`src/rtl/sysmon_pkg.sv`:
```
// sysmon_pkg -- shared definitions for the SYSMON DRP poller.
//   poll_state_e    : poller FSM states
//   IDX_*           : sweep index of each monitored channel
//   DRP_ADDR_TABLE  : SYSMON status register address for each sweep index
//   drp_addr_of()   : table lookup from sweep index to DRP address
package sysmon_pkg;

  typedef enum logic [2:0] {
    ST_IDLE    = 3'd0,
    ST_ISSUE   = 3'd1,
    ST_WAIT    = 3'd2,
    ST_CAPTURE = 3'd3,
    ST_NEXT    = 3'd4
  } poll_state_e;

  localparam logic [1:0] IDX_TEMP    = 2'd0;
  localparam logic [1:0] IDX_VCCINT  = 2'd1;
  localparam logic [1:0] IDX_VCCAUX  = 2'd2;
  localparam logic [1:0] IDX_VCCBRAM = 2'd3;

  // Entry i is the DRP address read at sweep index i (VCCBRAM lives at 06h).
  localparam logic [3:0][7:0] DRP_ADDR_TABLE = {8'h06, 8'h02, 8'h01, 8'h00};

  function automatic logic [7:0] drp_addr_of(input logic [1:0] idx);
    return DRP_ADDR_TABLE[idx];
  endfunction

endpackage

```
`src/rtl/sysmon_drp_poller.sv`:
```
// sysmon_drp_poller -- periodically sweeps four SYSMON status registers over
// the DRP and publishes the latest raw readings plus health flags.
//   clk_200, reset          : 200 MHz clock (also SYSMON DCLK), async active-high reset
//   drp_daddr/den/dwe/di    : DRP request side (read-only use: dwe and di tied low)
//   drp_do, drp_drdy        : DRP read data and data-ready
//   jtag_locked             : JTAG currently owns the DRP; requests are held off
//   temp/vccint/vccaux/vccbram : latest raw readings
//   valid                   : per-channel "captured at least once" flags
//   update                  : one-cycle pulse per captured reading
//   over_temp               : hysteretic over-temperature flag
//   timeout_err             : sticky DRDY timeout flag
//   sweep_count             : completed sweeps, wrapping
module sysmon_drp_poller
  import sysmon_pkg::*;
#(
  parameter int unsigned POLL_INTERVAL = 200000,
  parameter int unsigned DRP_TIMEOUT   = 63,
  parameter logic [15:0] TEMP_HI       = 16'hB6C0,
  parameter logic [15:0] TEMP_LO       = 16'hB400
) (
  input  logic        clk_200,
  input  logic        reset,
  output logic [7:0]  drp_daddr,
  output logic        drp_den,
  output logic        drp_dwe,
  output logic [15:0] drp_di,
  input  logic [15:0] drp_do,
  input  logic        drp_drdy,
  input  logic        jtag_locked,
  output logic [15:0] temp,
  output logic [15:0] vccint,
  output logic [15:0] vccaux,
  output logic [15:0] vccbram,
  output logic [3:0]  valid,
  output logic        update,
  output logic        over_temp,
  output logic        timeout_err,
  output logic [15:0] sweep_count
);

  localparam logic [31:0] INTERVAL_LAST = 32'(POLL_INTERVAL - 32'd1);
  localparam logic [15:0] TIMEOUT_LAST  = 16'(DRP_TIMEOUT - 32'd1);

  poll_state_e state_r;
  poll_state_e state_s;
  logic [1:0]  idx_r;
  logic [31:0] interval_cnt_r;
  logic [15:0] timeout_cnt_r;
  logic [7:0]  daddr_r;
  logic        den_r;
  logic [15:0] temp_r;
  logic [15:0] vccint_r;
  logic [15:0] vccaux_r;
  logic [15:0] vccbram_r;
  logic [3:0]  valid_r;
  logic        update_r;
  logic        over_temp_r;
  logic        timeout_err_r;
  logic [15:0] sweep_cnt_r;

  logic        tick_s;
  logic        issue_s;
  logic        capture_s;
  logic        expire_s;
  logic        sweep_done_s;

  assign tick_s = (interval_cnt_r == INTERVAL_LAST);

  // Next-state and per-cycle event decode for the poller FSM.
  always_comb begin
    state_s      = state_r;
    issue_s      = 1'b0;
    capture_s    = 1'b0;
    expire_s     = 1'b0;
    sweep_done_s = 1'b0;
    case (state_r)
      ST_IDLE: begin
        if (tick_s) begin
          state_s = ST_ISSUE;
        end else begin
          state_s = ST_IDLE;
        end
      end
      ST_ISSUE: begin
        if (jtag_locked) begin
          state_s = ST_ISSUE;
        end else begin
          issue_s = 1'b1;
          state_s = ST_WAIT;
        end
      end
      ST_WAIT: begin
        // DRDY wins over an expiry landing in the same cycle.
        if (drp_drdy) begin
          capture_s = 1'b1;
          state_s   = ST_CAPTURE;
        end else if (timeout_cnt_r >= TIMEOUT_LAST) begin
          expire_s = 1'b1;
          state_s  = ST_NEXT;
        end else begin
          state_s = ST_WAIT;
        end
      end
      ST_CAPTURE: begin
        state_s = ST_NEXT;
      end
      ST_NEXT: begin
        if (idx_r == IDX_VCCBRAM) begin
          sweep_done_s = 1'b1;
          state_s      = ST_IDLE;
        end else begin
          state_s = ST_ISSUE;
        end
      end
      default: begin
        state_s = ST_IDLE;
      end
    endcase
  end

  // FSM state register.
  always_ff @(posedge clk_200 or posedge reset) begin
    if (reset) begin
      state_r <= ST_IDLE;
    end else begin
      state_r <= state_s;
    end
  end

  // Free-running sweep interval counter; an overrun sweep simply waits for the next wrap.
  always_ff @(posedge clk_200 or posedge reset) begin
    if (reset) begin
      interval_cnt_r <= 32'd0;
    end else if (tick_s) begin
      interval_cnt_r <= 32'd0;
    end else begin
      interval_cnt_r <= interval_cnt_r + 32'd1;
    end
  end

  // Sweep index and per-read DRDY wait counter.
  always_ff @(posedge clk_200 or posedge reset) begin
    if (reset) begin
      idx_r         <= 2'd0;
      timeout_cnt_r <= 16'd0;
    end else begin
      if (state_r == ST_IDLE && tick_s) begin
        idx_r <= IDX_TEMP;
      end else if (state_r == ST_NEXT && !sweep_done_s) begin
        idx_r <= idx_r + 2'd1;
      end
      if (issue_s) begin
        timeout_cnt_r <= 16'd0;
      end else if (state_r == ST_WAIT) begin
        timeout_cnt_r <= timeout_cnt_r + 16'd1;
      end
    end
  end

  // DRP request outputs: DEN is a single-cycle pulse, the address is held until the next issue.
  always_ff @(posedge clk_200 or posedge reset) begin
    if (reset) begin
      den_r   <= 1'b0;
      daddr_r <= 8'h00;
    end else begin
      den_r <= issue_s;
      if (issue_s) begin
        daddr_r <= drp_addr_of(idx_r);
      end
    end
  end

  // Reading capture straight off the DRDY edge so the outputs land one cycle after DRDY.
  always_ff @(posedge clk_200 or posedge reset) begin
    if (reset) begin
      temp_r      <= 16'h0000;
      vccint_r    <= 16'h0000;
      vccaux_r    <= 16'h0000;
      vccbram_r   <= 16'h0000;
      valid_r     <= 4'b0000;
      update_r    <= 1'b0;
      over_temp_r <= 1'b0;
    end else begin
      update_r <= capture_s;
      if (capture_s) begin
        valid_r[idx_r] <= 1'b1;
        case (idx_r)
          IDX_TEMP: begin
            temp_r <= drp_do;
            if (drp_do >= TEMP_HI) begin
              over_temp_r <= 1'b1;
            end else if (drp_do <= TEMP_LO) begin
              over_temp_r <= 1'b0;
            end
          end
          IDX_VCCINT:  vccint_r  <= drp_do;
          IDX_VCCAUX:  vccaux_r  <= drp_do;
          IDX_VCCBRAM: vccbram_r <= drp_do;
          default: begin
          end
        endcase
      end
    end
  end

  // Sticky timeout flag and wrapping sweep counter.
  always_ff @(posedge clk_200 or posedge reset) begin
    if (reset) begin
      timeout_err_r <= 1'b0;
      sweep_cnt_r   <= 16'h0000;
    end else begin
      if (expire_s) begin
        timeout_err_r <= 1'b1;
      end
      if (sweep_done_s) begin
        sweep_cnt_r <= sweep_cnt_r + 16'd1;
      end
    end
  end

  assign drp_daddr   = daddr_r;
  assign drp_den     = den_r;
  assign drp_dwe     = 1'b0;
  assign drp_di      = 16'h0000;
  assign temp        = temp_r;
  assign vccint      = vccint_r;
  assign vccaux      = vccaux_r;
  assign vccbram     = vccbram_r;
  assign valid       = valid_r;
  assign update      = update_r;
  assign over_temp   = over_temp_r;
  assign timeout_err = timeout_err_r;
  assign sweep_count = sweep_cnt_r;

endmodule

```
`config.mk`:
```
export PLATFORM = sky130hd
export DESIGN_NAME = sysmon_drp_poller
export DESIGN_NICKNAME = d
export VERILOG_FILES = /design/src/rtl/sysmon_pkg.sv /design/src/rtl/sysmon_drp_poller.sv
export SDC_FILE = /design/constraint.sdc
export NUM_CORES = 1
export LEC_CHECK = 0
export CAP_MARGIN = 15
export CORE_ASPECT_RATIO = 0.7
export CORE_MARGIN = 3
export CORE_UTILIZATION = 51
export DETAILED_ROUTE_END_ITERATION = 10
export GPL_TIMING_DRIVEN = 1
export HOLD_SLACK_MARGIN = 0.02
export PLACE_DENSITY_LB_ADDON = 0.1
export SKIP_CTS_REPAIR_TIMING = 1
export SLEW_MARGIN = 20
export SYNTH_ARGS = -nofsm -noshare
export SYNTH_HDL_FRONTEND = slang
export SYNTH_SLANG_ARGS = --single-unit
```
`constraint.sdc`:
```
create_clock -name clk_200 -period 6.59 [get_ports clk_200]
set_clock_uncertainty 0.2 [all_clocks]
set_input_delay 0.9885 -clock clk_200 [delete_from_list [all_inputs] [get_ports clk_200]]
set_output_delay 0.9885 -clock clk_200 [all_outputs]
set_load 0.005 [all_outputs]
```
### After elaboration in Yosys (flattened, before gate mapping)

Index checks and enable logic that the tools add are counted.

* input port bits: 20
* bits in registers: 149
* memories kept: 0
* output and inout bits: 113
* memory bits (writable): 0
* bits in latches: 0
* word-level logic and storage cells: 73
* ROM bits: 0

* divide/modulo/power cells: 0
* reduce and logical (&&, ||, !) cells: 14
* magnitude comparators: 5
* eq/ne operators: 8
* bitwise logic cells: 1
* shift-type cells: 0
* add/sub/neg operators: 4
* multiply operators: 0
* mux-type cells: 26

Operators by type and width (count)
* $add 16x1->16 const B: 2
* $add 32x1->32 const B: 1
* $eq 32x18->1 const B: 1
* $mux 16: 2
* $mux 32: 1
* $bmux 8 s2: 1
* $ge 16x16->1 const B: 1
* $ge 16x6->1 const B: 1
* $le 16x16->1 const B: 1
* $pmux 3 s5: 1
* $mux 1: 14
* $mux 8: 1
* $reduce_and 2->1: 4
* $eq 3x2->1 const B: 2
* $mux 2: 3
* $mux 3: 2
* $reduce_bool 2->1: 3
* $eq 2x2->1 const B: 2
* $or 4x4->4: 1
* $eq 3x1->1 const B: 1
* $eq 3x3->1 const B: 1
* $logic_and 1x1->1: 3
* $logic_not 3->1: 1
* $lt 2x3->1 const B: 1
* 7 further kinds: 7

### Logic depth before layout (Yosys ltp)

Gate-level depths: netlist (run 1).

* depth after elaboration: 7
* mapped depth: 6

### Least setup slack after synthesis (run 1)

No wires, ideal clock.

* path kind: input-to-reg
* from: input drp_drdy
* to: register temp_r[0], in the netlist temp[0]
* buffers on the path: 2
* setup time: 0.125 ns
* setup slack: 4.205 ns
* data required time: 6.265 ns
* arrival time: 2.060 ns
* stages on the path: 5
* path through: and4bb_2 buf_2 nand2_2 buf_2 mux2_2

* cells in the longest elaborated chain, start to end: 3

Ends and longest elaborated chain
* from (decl): RTL line sysmon_drp_poller.sv:28 `input logic drp_drdy,`
* $mux 1: RTL line sysmon_drp_poller.sv:94 `if (drp_drdy) begin`
* $mux 1: RTL line sysmon_drp_poller.sv:76 `case (state_r)`
* via capture_s: RTL line sysmon_drp_poller.sv:63 `logic capture_s;`
* $reduce_and 2->1 (no source line)
* to (signal assigned): RTL line sysmon_drp_poller.sv:189 `temp_r <= drp_do;`
* to (decl): RTL line sysmon_drp_poller.sv:51 `logic [15:0] temp_r;`

The timed path passes the listed nets, and every way through them passes these cells.
A chain may end at the register's enable or synchronous reset.

### Final worst setup path (run 1)

* from: register sweep_cnt_r[8], in the netlist sweep_count[8]
* to: output sweep_count[8]

RTL lines
* from (decl): RTL line sysmon_drp_poller.sv:59 `logic [15:0] sweep_cnt_r;`
* from (signal assigned): RTL line sysmon_drp_poller.sv:216 `sweep_cnt_r <= sweep_cnt_r + 16'd1;`
* to (decl): RTL line sysmon_drp_poller.sv:38 `output logic [15:0] sweep_count`

No word-level cell between the ends.

==> flow_summary.html, run 1 <==
<table>
<tr><th>Metric</th><th>Value</th></tr>
<tr><th colspan="2">Route</th></tr>
<tr><td>Routed length per instance</td><td>17.2 um</td></tr>
<tr><td>Overall routed net length</td><td>13900 um</td></tr>
<tr><td>Mean number of vias per cell</td><td>5.44</td></tr>
<tr><td>Drt drc</td><td>0</td></tr>
<tr><td>Number of nets still failing antenna checks after routing</td><td>0</td></tr>
<tr><td>First-pass detailed-route iteration total</td><td>4</td></tr>
<tr><td>Via count</td><td>4398</td></tr>
<tr><td>Iter 0 DRT Violations</td><td>167</td></tr>
<tr><th colspan="2">Floorplanning</th></tr>
<tr><td>Die Footprint</td><td>14000 um2</td></tr>
<tr><td>Placement Rows</td><td>33</td></tr>
<tr><td>Starting Density</td><td>53.4%</td></tr>
<tr><td>Core footprint</td><td>12000 um2</td></tr>
<tr><td>Die boundary height</td><td>99.9 um</td></tr>
<tr><td>Die width</td><td>140 um</td></tr>
<tr><td># IOs</td><td>133</td></tr>
<tr><th colspan="2">Hold path</th></tr>
<tr><td>Kind of path behind the tightest hold check</td><td>reg -&gt; reg</td></tr>
<tr><th colspan="2">Worst setup path</th></tr>
<tr><td>Endpoint arrival time on the critical path</td><td>1.41 ns</td></tr>
<tr><td>Buffers plus inverters on the worst setup path</td><td>1</td></tr>
<tr><td>Peak fanout along the critical path</td><td>6</td></tr>
<tr><td>Max incr delay on CP</td><td>0.56 ns</td></tr>
<tr><td>CP endpoint kind</td><td>output pin</td></tr>
<tr><td>Required time worst endpoint</td><td>5.40 ns</td></tr>
<tr><td>Ordered list of cells on the worst path</td><td>clkdlybuf4s50_1</td></tr>
<tr><td>Type of the setup path with the least slack</td><td>reg -&gt; out</td></tr>
<tr><td>Cell with the largest stage delay on the worst path</td><td>clkdlybuf4s50_1</td></tr>
<tr><td>Type of element launching the critical path</td><td>register</td></tr>
<tr><td>Kind of cell with the highest combined delay on the critical path</td><td>buffers and inverters</td></tr>
<tr><th colspan="2">Pwr</th></tr>
<tr><td>Leak pwr</td><td>3.71 nW</td></tr>
<tr><td>Worst-case vdd ir drop</td><td>0.211 mV</td></tr>
<tr><td>P_sw</td><td>0.837 mW</td></tr>
<tr><td>Sequential share of power</td><td>40.5%</td></tr>
<tr><td>Total power per unit cell area</td><td>388 nW/um2</td></tr>
<tr><td>Cell Int Power</td><td>2.36 mW</td></tr>
<tr><td>Clock network fraction of total power</td><td>33.6%</td></tr>
<tr><td>Comb power frac</td><td>25.8%</td></tr>
<tr><td>Sw Ratio</td><td>26.2%</td></tr>
<tr><th colspan="2">Logic synthesis</th></tr>
<tr><td>Dominant synthesized flop cell</td><td>dfrtp_1</td></tr>
<tr><td>Total of flip-flops plus latches after synthesis</td><td>144</td></tr>
<tr><td>Unique cell type count in the Yosys netlist</td><td>52</td></tr>
<tr><td>Top cells by area, synth</td><td>dfrtp_1 (56%), mux2_2 (12%), xnor2_1 (4.5%)</td></tr>
<tr><td>Sequential fraction of the synthesis area</td><td>56.1%</td></tr>
<tr><td>FFs w/ async S/R, synth</td><td>100%</td></tr>
<tr><td>Number of instances in the synthesized netlist</td><td>524</td></tr>
<tr><td>Count of yosys warnings during synthesis</td><td>0</td></tr>
<tr><td>Post-synthesis average cell area</td><td>12.3 um2</td></tr>
<tr><td>Share of the synthesized area in the top cell type</td><td>56.1%</td></tr>
<tr><td>Cell type contributing the most total cell area after synthesis</td><td>dfrtp_1</td></tr>
<tr><td>Number of synthesized flops with an enable pin</td><td>0</td></tr>
<tr><td>Post-Synthesis Cell Area</td><td>6420 um2</td></tr>
<tr><th colspan="2">Clocking</th></tr>
<tr><td>CTS tree</td><td>yes</td></tr>
<tr><td>Clock-pin slew on the worst setup and hold paths</td><td>0.06 ns</td></tr>
<tr><td>Clk Latency, worst-skew pair</td><td>0.41 ns</td></tr>
<tr><td>Total CTS buffers</td><td>17</td></tr>
<tr><td>Total number of clock tree sinks</td><td>144</td></tr>
<tr><td>Clk buf depth</td><td>2</td></tr>
<tr><td>Number of H-tree levels</td><td>4</td></tr>
<tr><td>Cell at the root of the clock tree</td><td>clkbuf_16</td></tr>
<tr><th colspan="2">GRT</th></tr>
<tr><td>Global-route wire length before repair</td><td>23300 um</td></tr>
<tr><td>Number of antenna violations at the first check in global routing</td><td>0</td></tr>
<tr><td>Aggregate global routing overflow</td><td>0</td></tr>
<tr><td>Vias in the first global route</td><td>4456</td></tr>
<tr><td>Largest net degree at the start of global routing</td><td>103</td></tr>
<tr><td>Total Routing Usage GR</td><td>20.8%</td></tr>
<tr><th colspan="2">STA</th></tr>
<tr><td>Final Max Tran Viols</td><td>0</td></tr>
<tr><td>Achievable frequency</td><td>0.384 GHz</td></tr>
<tr><td>Time the worst path needs with I/O delays and setup</td><td>2.60 ns</td></tr>
<tr><td>Final worst-path cycle share</td><td>39.5%</td></tr>
<tr><td>Transition time at the pin with the least slew margin</td><td>0.882 ns</td></tr>
<tr><td>Slew Limit Headroom</td><td>41.2%</td></tr>
<tr><td>Setup ws final</td><td>3.99 ns</td></tr>
<tr><td>Final TNS setup</td><td>0 ns</td></tr>
<tr><td>Total count of hold-check failures in the final report</td><td>0</td></tr>
<tr><td>Final-report setup violation count</td><td>0</td></tr>
<tr><td>Unrepaired setup endpoints after global routing</td><td>false</td></tr>
<tr><th colspan="2">Cells and area</th></tr>
<tr><td>Most common library cell in the layout ignoring fill and taps</td><td>dfrtp_1</td></tr>
<tr><td>Most used cells in the layout excluding fill and tap cells</td><td>dfrtp_1 (144), clkdlybuf4s50_1 (110), mux2_2 (67), xnor2_1 (33), nand4_1 (27)</td></tr>
<tr><td>Sequential cell area in the final layout</td><td>3600 um2</td></tr>
<tr><td>Area growth from synthesis to final layout</td><td>28.5%</td></tr>
<tr><td>Final net count</td><td>668</td></tr>
<tr><td>Fillers</td><td>865</td></tr>
<tr><td>Fraction of final layout cells sized beyond drive strength 1</td><td>18.1%</td></tr>
<tr><td>Antenna fix cells</td><td>0</td></tr>
<tr><td>Combined area of the multi-input logic cells</td><td>2610 um2</td></tr>
<tr><th colspan="2">Placed design</th></tr>
<tr><td>Pre-CTS setup slack</td><td>3.62 ns</td></tr>
<tr><td>Estimated wirelength of the detail-placed design</td><td>9550 um</td></tr>
<tr><td>RD Place Congestion</td><td>0.832</td></tr>
<tr><td>Input/output buffers</td><td>110</td></tr>
<tr><th colspan="2">Job</th></tr>
<tr><td>Count of max-cap constraint violations</td><td>0</td></tr>
<tr><th colspan="2">Run status</th></tr>
<tr><td>Result of the run</td><td>complete, no violations</td></tr>
</table>
==> through the flow <==
stage	instance area [um2]	hold WS, ns	utilization (%)	std cells	total power [mW]
after global routing	8250	0.291	68.7	809	3.37
after detailed placement	7590	0.255	63.2	778	2.14
after CTS	8250	0.273	68.7	809	3.23
after global placement	7590	0.247	63.2	778	2.11
final	8250	0.270	68.7	809	3.20
after floorplan	6500	0.236	-	545	1.65
==> cell usage after synthesis (2+ instances only) <==
cell type / number
a21oi_1: 12
a31oi_1: 4
and2_1: 5
and3_1: 10
and4_1: 5
and4bb_2: 2
buf_2: 10
buf_4: 24
clkbuf_1: 2
dfrtp_1: 144
ha_1: 8
inv_1: 13
mux2_2: 67
nand2_1: 23
nand2_2: 4
nand2b_1: 4
nand3_1: 22
nand3_2: 2
nand4_1: 27
nor2_1: 21
nor3_1: 8
nor3b_1: 2
nor4_1: 13
nor4b_1: 3
o211ai_1: 2
o21ai_0: 9
o21bai_1: 2
o311ai_0: 2
or3_1: 4
xnor2_1: 33
xor2_1: 16
==> power by group through the flow <==
stage | clock [mW] | combinational, mW | sequential [mW]
5_1_grt | 1.14 | 0.901 | 1.33
3_5_place_dp | 0 | 0.828 | 1.31
2_1_floorplan | 0 | 0.371 | 1.28
6_report | 1.08 | 0.826 | 1.30
4_1_cts | 1.10 | 0.841 | 1.30
3_3_place_gp | 0 | 0.814 | 1.30
==> area by class of cell <==
| class | instances | area share [%] |
|---|---|---|
| clock inverter | 13 | 2.86 |
| inverter | 13 | 0.652 |
| tap | 157 | 2.38 |
| timing repair buffer | 113 | 13.6 |
| multi-input combinational | 351 | 31.6 |
| sequential | 144 | 43.7 |
| clock buffer | 18 | 5.20 |
==> worst paths after layout <==
path | start | end | slack, ns | depth (start not counted)
max in group asynchronous | reset | temp[2] | 4.17 | 3
min | timeout_cnt_r[15] | timeout_cnt_r[15] | 0.27 | 1
min in group asynchronous | reset | interval_cnt_r[22] | 0.95 | 2
max reg2reg | state_r[1] | timeout_cnt_r[15] | 4.34 | 4
max | sweep_count[8] | sweep_count[8] | 3.99 | 1
min reg2reg | timeout_cnt_r[15] | timeout_cnt_r[15] | 0.27 | 1
==> sequential cells by signal, indices dropped and copies added (netlist names) <==
name	flops
drp_den	1
over_temp	1
update	1
temp	16
vccaux	16
timeout_err	1
timeout_cnt_r	16
drp_daddr	3
vccint	16
interval_cnt_r	32
state_r	3
vccbram	16
sweep_count	16
idx_r	2
valid	4
==> kinds of logic (layout without fill, tap and decap cells) <==
family          Yosys count  in the layout  share of synthesized area [%]
mux                      68             68                           11.9
buf+inv                  50            157                           4.54
flops                   144            144                           56.1
xor+xnor                 49             49                           6.68
other cells               1             22                         0.0584
fa+ha+maj                 8              8                           1.56
compound gates           37             37                           3.53
simple gates            167            167                           15.6
==> layer usage <==
metal | up-vias | GRT usage (%) | part of all wire (%) | wire, um
met5 | - | 0 | 0 | 0
met1 | 2226 | 29.0 | 47 | 6580
met2 | 95 | 31.6 | 47 | 6500
met4 | 0 | 5.21 | 0.75 | 105
li1 | 2070 | - | - | -
met3 | 7 | 7.38 | 5.4 | 752
Power figures use the tool's default switching activity.
==> run 2: changes to the inputs <==
--- a/config.mk
+++ b/config.mk
@@ -8,7 +8,7 @@
 export CAP_MARGIN = 15
 export CORE_ASPECT_RATIO = 0.7
 export CORE_MARGIN = 3
-export CORE_UTILIZATION = 51
+export CORE_UTILIZATION = 46
 export DETAILED_ROUTE_END_ITERATION = 10
 export GPL_TIMING_DRIVEN = 1
 export HOLD_SLACK_MARGIN = 0.02
==> constraint.sdc (replaced) <==
create_clock -name clk_200 -period 2.2 [get_ports clk_200]
set_clock_uncertainty 0.2 [all_clocks]
set_input_delay 0.33 -clock clk_200 [delete_from_list [all_inputs] [get_ports clk_200]]
set_output_delay 0.33 -clock clk_200 [all_outputs]
set_load 0.005 [all_outputs]
==> run 2 against run 1 <==
Compared with the run above:
- largest cell class unchanged
- cell area up 2.7%
- sequential share of layout area decreased by 1.1 points
- setup slack lost 3.8 ns
- cell count increased by 6.6%
- register-to-register slack lost 4.2 ns
- power rose to 2.9 times the previous value
- non-clock buffer count increased by 24
- hold slack got worse by 0.19 ns
- critical endpoint is now idx_r[0]
- clock power increased to 2.6 times the previous value
- utilization is 5.5 points lower
- sequential power rose to 3.0 times the previous value
- die area is 10% higher
==> flow_summary.html, run 2 (same netlist as run 1, synthesis figures left out) <==
<table>
<tr><th>Metric</th><th>Value</th></tr>
<tr><th colspan="2">Run status</th></tr>
<tr><td>Result of the run</td><td>complete, no violations (unchanged)</td></tr>
<tr><th colspan="2">GRT</th></tr>
<tr><td>Vias in the first global route</td><td>4587 (was 4456)</td></tr>
<tr><td>Total Routing Usage GR</td><td>19.4% (was 20.8%)</td></tr>
<tr><td>Aggregate global routing overflow</td><td>0 (unchanged)</td></tr>
<tr><td>Global-route wire length before repair</td><td>24100 um (was 23300 um)</td></tr>
<tr><td>Largest net degree at the start of global routing</td><td>59 (was 103)</td></tr>
<tr><td>Number of antenna violations at the first check in global routing</td><td>0 (unchanged)</td></tr>
<tr><th colspan="2">Route</th></tr>
<tr><td>Met3 wire len</td><td>621 um (was 752 um)</td></tr>
<tr><td>Detailed-routing wirelength on met1</td><td>6850 um (was 6580 um)</td></tr>
<tr><td>Number of nets still failing antenna checks after routing</td><td>0 (unchanged)</td></tr>
<tr><td>Routed length per instance</td><td>16.4 um (was 17.2 um)</td></tr>
<tr><td>Detailed route wirelength on metal2</td><td>6570 um (was 6500 um)</td></tr>
<tr><td>Iter 0 DRT Violations</td><td>248 (was 167)</td></tr>
<tr><td>Uppermost layer routed</td><td>met4 (unchanged)</td></tr>
<tr><td>Drt drc</td><td>0 (unchanged)</td></tr>
<tr><td>Overall routed net length</td><td>14100 um (was 13900 um)</td></tr>
<tr><td>Mean number of vias per cell</td><td>5.16 (was 5.44)</td></tr>
<tr><td>Via count</td><td>4452 (was 4398)</td></tr>
<tr><td>First-pass detailed-route iteration total</td><td>7 (was 4)</td></tr>
<tr><th colspan="2">Cells and area</th></tr>
<tr><td>Antenna fix cells</td><td>0 (unchanged)</td></tr>
<tr><td>Most common library cell in the layout ignoring fill and taps</td><td>dfrtp_1 (unchanged)</td></tr>
<tr><td>Fillers</td><td>1067 (was 865)</td></tr>
<tr><td>Fin cells</td><td>862 (was 809)</td></tr>
<tr><td>Largest register FFs</td><td>32 (unchanged)</td></tr>
<tr><td>Area growth from synthesis to final layout</td><td>32.0% (was 28.5%)</td></tr>
<tr><td>Fraction of final layout cells sized beyond drive strength 1</td><td>21.3% (was 18.1%)</td></tr>
<tr><td>Final net count</td><td>692 (was 668)</td></tr>
<tr><td>Most used cells in the layout excluding fill and tap cells</td><td>dfrtp_1 (144), clkdlybuf4s50_1 (110), mux2_2 (67), xnor2_1 (33), nand4_1 (27) (unchanged)</td></tr>
<tr><td>Total non-filler cell area in the finished layout</td><td>8470 um2 (was 8250 um2)</td></tr>
<tr><td>Top register by number of flip-flops</td><td>interval_cnt_r (unchanged)</td></tr>
<tr><th colspan="2">Pwr</th></tr>
<tr><td>Leak pwr</td><td>3.82 nW (was 3.71 nW)</td></tr>
<tr><td>PnR Total Power</td><td>9.23 mW (was 3.20 mW)</td></tr>
<tr><td>Total power per unit cell area</td><td>1090 nW/um2 (was 388 nW/um2)</td></tr>
<tr><td>Worst-case vdd ir drop</td><td>0.667 mV (was 0.211 mV)</td></tr>
<tr><th colspan="2">Worst setup path</th></tr>
<tr><td>Required time worst endpoint</td><td>2.25 ns (was 5.40 ns)</td></tr>
<tr><td>Buffers plus inverters on the worst setup path</td><td>1 (unchanged)</td></tr>
<tr><td>CP endpoint kind</td><td>register (was output pin)</td></tr>
<tr><td>Ordered list of cells on the worst path</td><td>ha_1 &gt; nand2_1 &gt; or2_2 &gt; nor3_4 &gt; buf_12 &gt; o311ai_0 (was clkdlybuf4s50_1)</td></tr>
<tr><td>Kind of cell with the highest combined delay on the critical path</td><td>simple AND/OR/NAND/NOR gates (was buffers and inverters)</td></tr>
<tr><td>Peak fanout along the critical path</td><td>8 (was 6)</td></tr>
<tr><td>Type of the setup path with the least slack</td><td>reg -&gt; reg (was reg -&gt; out)</td></tr>
<tr><td>Type of element launching the critical path</td><td>register (unchanged)</td></tr>
<tr><td>Worst Setup SP</td><td>interval_cnt_r[0] (was sweep_count[8])</td></tr>
<tr><td>Max incr delay on CP</td><td>0.42 ns (was 0.56 ns)</td></tr>
<tr><td>Endpoint arrival time on the critical path</td><td>2.09 ns (was 1.41 ns)</td></tr>
<tr><td>Cell with the largest stage delay on the worst path</td><td>dfrtp_1 (was clkdlybuf4s50_1)</td></tr>
<tr><td>Launch instance of the worst register-to-register path</td><td>interval_cnt_r[0] (was state_r[1])</td></tr>
<tr><th colspan="2">Floorplanning</th></tr>
<tr><td>Die boundary height</td><td>105 um (was 99.9 um)</td></tr>
<tr><td># IOs</td><td>133 (unchanged)</td></tr>
<tr><td>Die Footprint</td><td>15400 um2 (was 14000 um2)</td></tr>
<tr><td>Core footprint</td><td>13400 um2 (was 12000 um2)</td></tr>
<tr><td>Placement Rows</td><td>35 (was 33)</td></tr>
<tr><td>Die width</td><td>147 um (was 140 um)</td></tr>
<tr><td>Starting Density</td><td>47.9% (was 53.4%)</td></tr>
<tr><th colspan="2">STA</th></tr>
<tr><td>Achievable frequency</td><td>0.491 GHz</td></tr>
<tr><td>Final TNS setup</td><td>0 ns (unchanged)</td></tr>
<tr><td>Transition time at the pin with the least slew margin</td><td>0.547 ns (was 0.882 ns)</td></tr>
<tr><td>Unrepaired setup endpoints after global routing</td><td>false (unchanged)</td></tr>
<tr><td>Final-report setup violation count</td><td>0 (unchanged)</td></tr>
<tr><td>Time the worst path needs with I/O delays and setup</td><td>2.04 ns</td></tr>
<tr><td>Final Max Tran Viols</td><td>0 (unchanged)</td></tr>
<tr><td>Final worst-path cycle share</td><td>92.6%</td></tr>
<tr><td>Total count of hold-check failures in the final report</td><td>0 (unchanged)</td></tr>
<tr><td>Slew Limit Headroom</td><td>63.3% (was 41.2%)</td></tr>
<tr><th colspan="2">Placed design</th></tr>
<tr><td>Input/output buffers</td><td>110 (unchanged)</td></tr>
<tr><td>Estimated wirelength of the detail-placed design</td><td>10200 um (was 9550 um)</td></tr>
<tr><td>Post-place instance area</td><td>7870 um2 (was 7590 um2)</td></tr>
<tr><td>Placed cell count</td><td>829 (was 778)</td></tr>
<tr><td>RD Place Congestion</td><td>0.793 (was 0.832)</td></tr>
<tr><th colspan="2">Hold path</th></tr>
<tr><td>Kind of path behind the tightest hold check</td><td>in -&gt; async (was reg -&gt; reg)</td></tr>
<tr><th colspan="2">Job</th></tr>
<tr><td>Count of max-cap constraint violations</td><td>0 (unchanged)</td></tr>
<tr><th colspan="2">Clocking</th></tr>
<tr><td>CTS tree</td><td>yes (unchanged)</td></tr>
<tr><td>Clock-pin slew on the worst setup and hold paths</td><td>0.06 ns (about the same)</td></tr>
<tr><td>Total number of clock tree sinks</td><td>144 (unchanged)</td></tr>
<tr><td>Clk Latency, worst-skew pair</td><td>0.42 ns (was 0.41 ns)</td></tr>
<tr><td>Number of H-tree levels</td><td>4 (unchanged)</td></tr>
<tr><td>Cell at the root of the clock tree</td><td>clkbuf_16 (unchanged)</td></tr>
<tr><td>Total CTS buffers</td><td>17 (unchanged)</td></tr>
<tr><td>Clk buf depth</td><td>2 (unchanged)</td></tr>
</table>
[run 2: cell count changes in the layout (fill, tap and decap cells not counted), sizes merged]
| cell | previous run | this run |
|---|---|---|
| buf | 3 | 27 |
| bufinv | 6 | 1 |
| inv | 14 | 19 |
| clkinvlp | 1 | 2 |
[run 2: worst paths after layout]
check	end	slack (ns)	depth (start not counted)
worst min register to register	timeout_err	0.26	1
worst max-delay path	idx_r[0]	0.16	6
worst min-delay path	temp[12]	0.08	2
max in group asynchronous	state_r[1]	1.08	3
worst max register to register	idx_r[0]	0.16	6
min in group clk_200	timeout_err	0.26	1
[run 2: through the flow]
stage	hold WS [ns]	worst slack [ns]	utilization [%]
2_1_floorplan	0.236	-0.135	-
3_3_place_gp	0.239	0.0146	58.7
3_5_place_dp	0.248	-0.0273	58.7
4_1_cts	0.0767	0.0651	63.1
5_1_grt	0.104	0.0826	63.2
6_report	0.0758	0.163	63.2
[run 2: final cells by class]
type,count,area [um2],area share (%)
Sequential cell,144,3600,42.5
Multi-Input combinational cell,351,2610,30.8
Timing Repair Buffer,137,1390,16.4
Clock buffer,18,439,5.18
Tap cell,185,231,2.73
Clock inverter,14,145,1.71
Inverter,13,52.6,0.620
[run 2: power breakdown]
part           total (mW)  leakage, nW  internal (mW)  switching, mW
registers            3.91         1.91           3.36          0.554
clock network        2.79        0.285           1.62           1.17
logic                2.53         1.63           1.65          0.882
total                9.23         3.82           6.62           2.61
[run 2: metal layers]
metal / vias to the layer above / global-route usage, %
li1: 2119 / -
met4: 0 / 3.86
met5: - / 0
met3: 12 / 5.72
met2: 95 / 29.9
met1: 2226 / 27.5
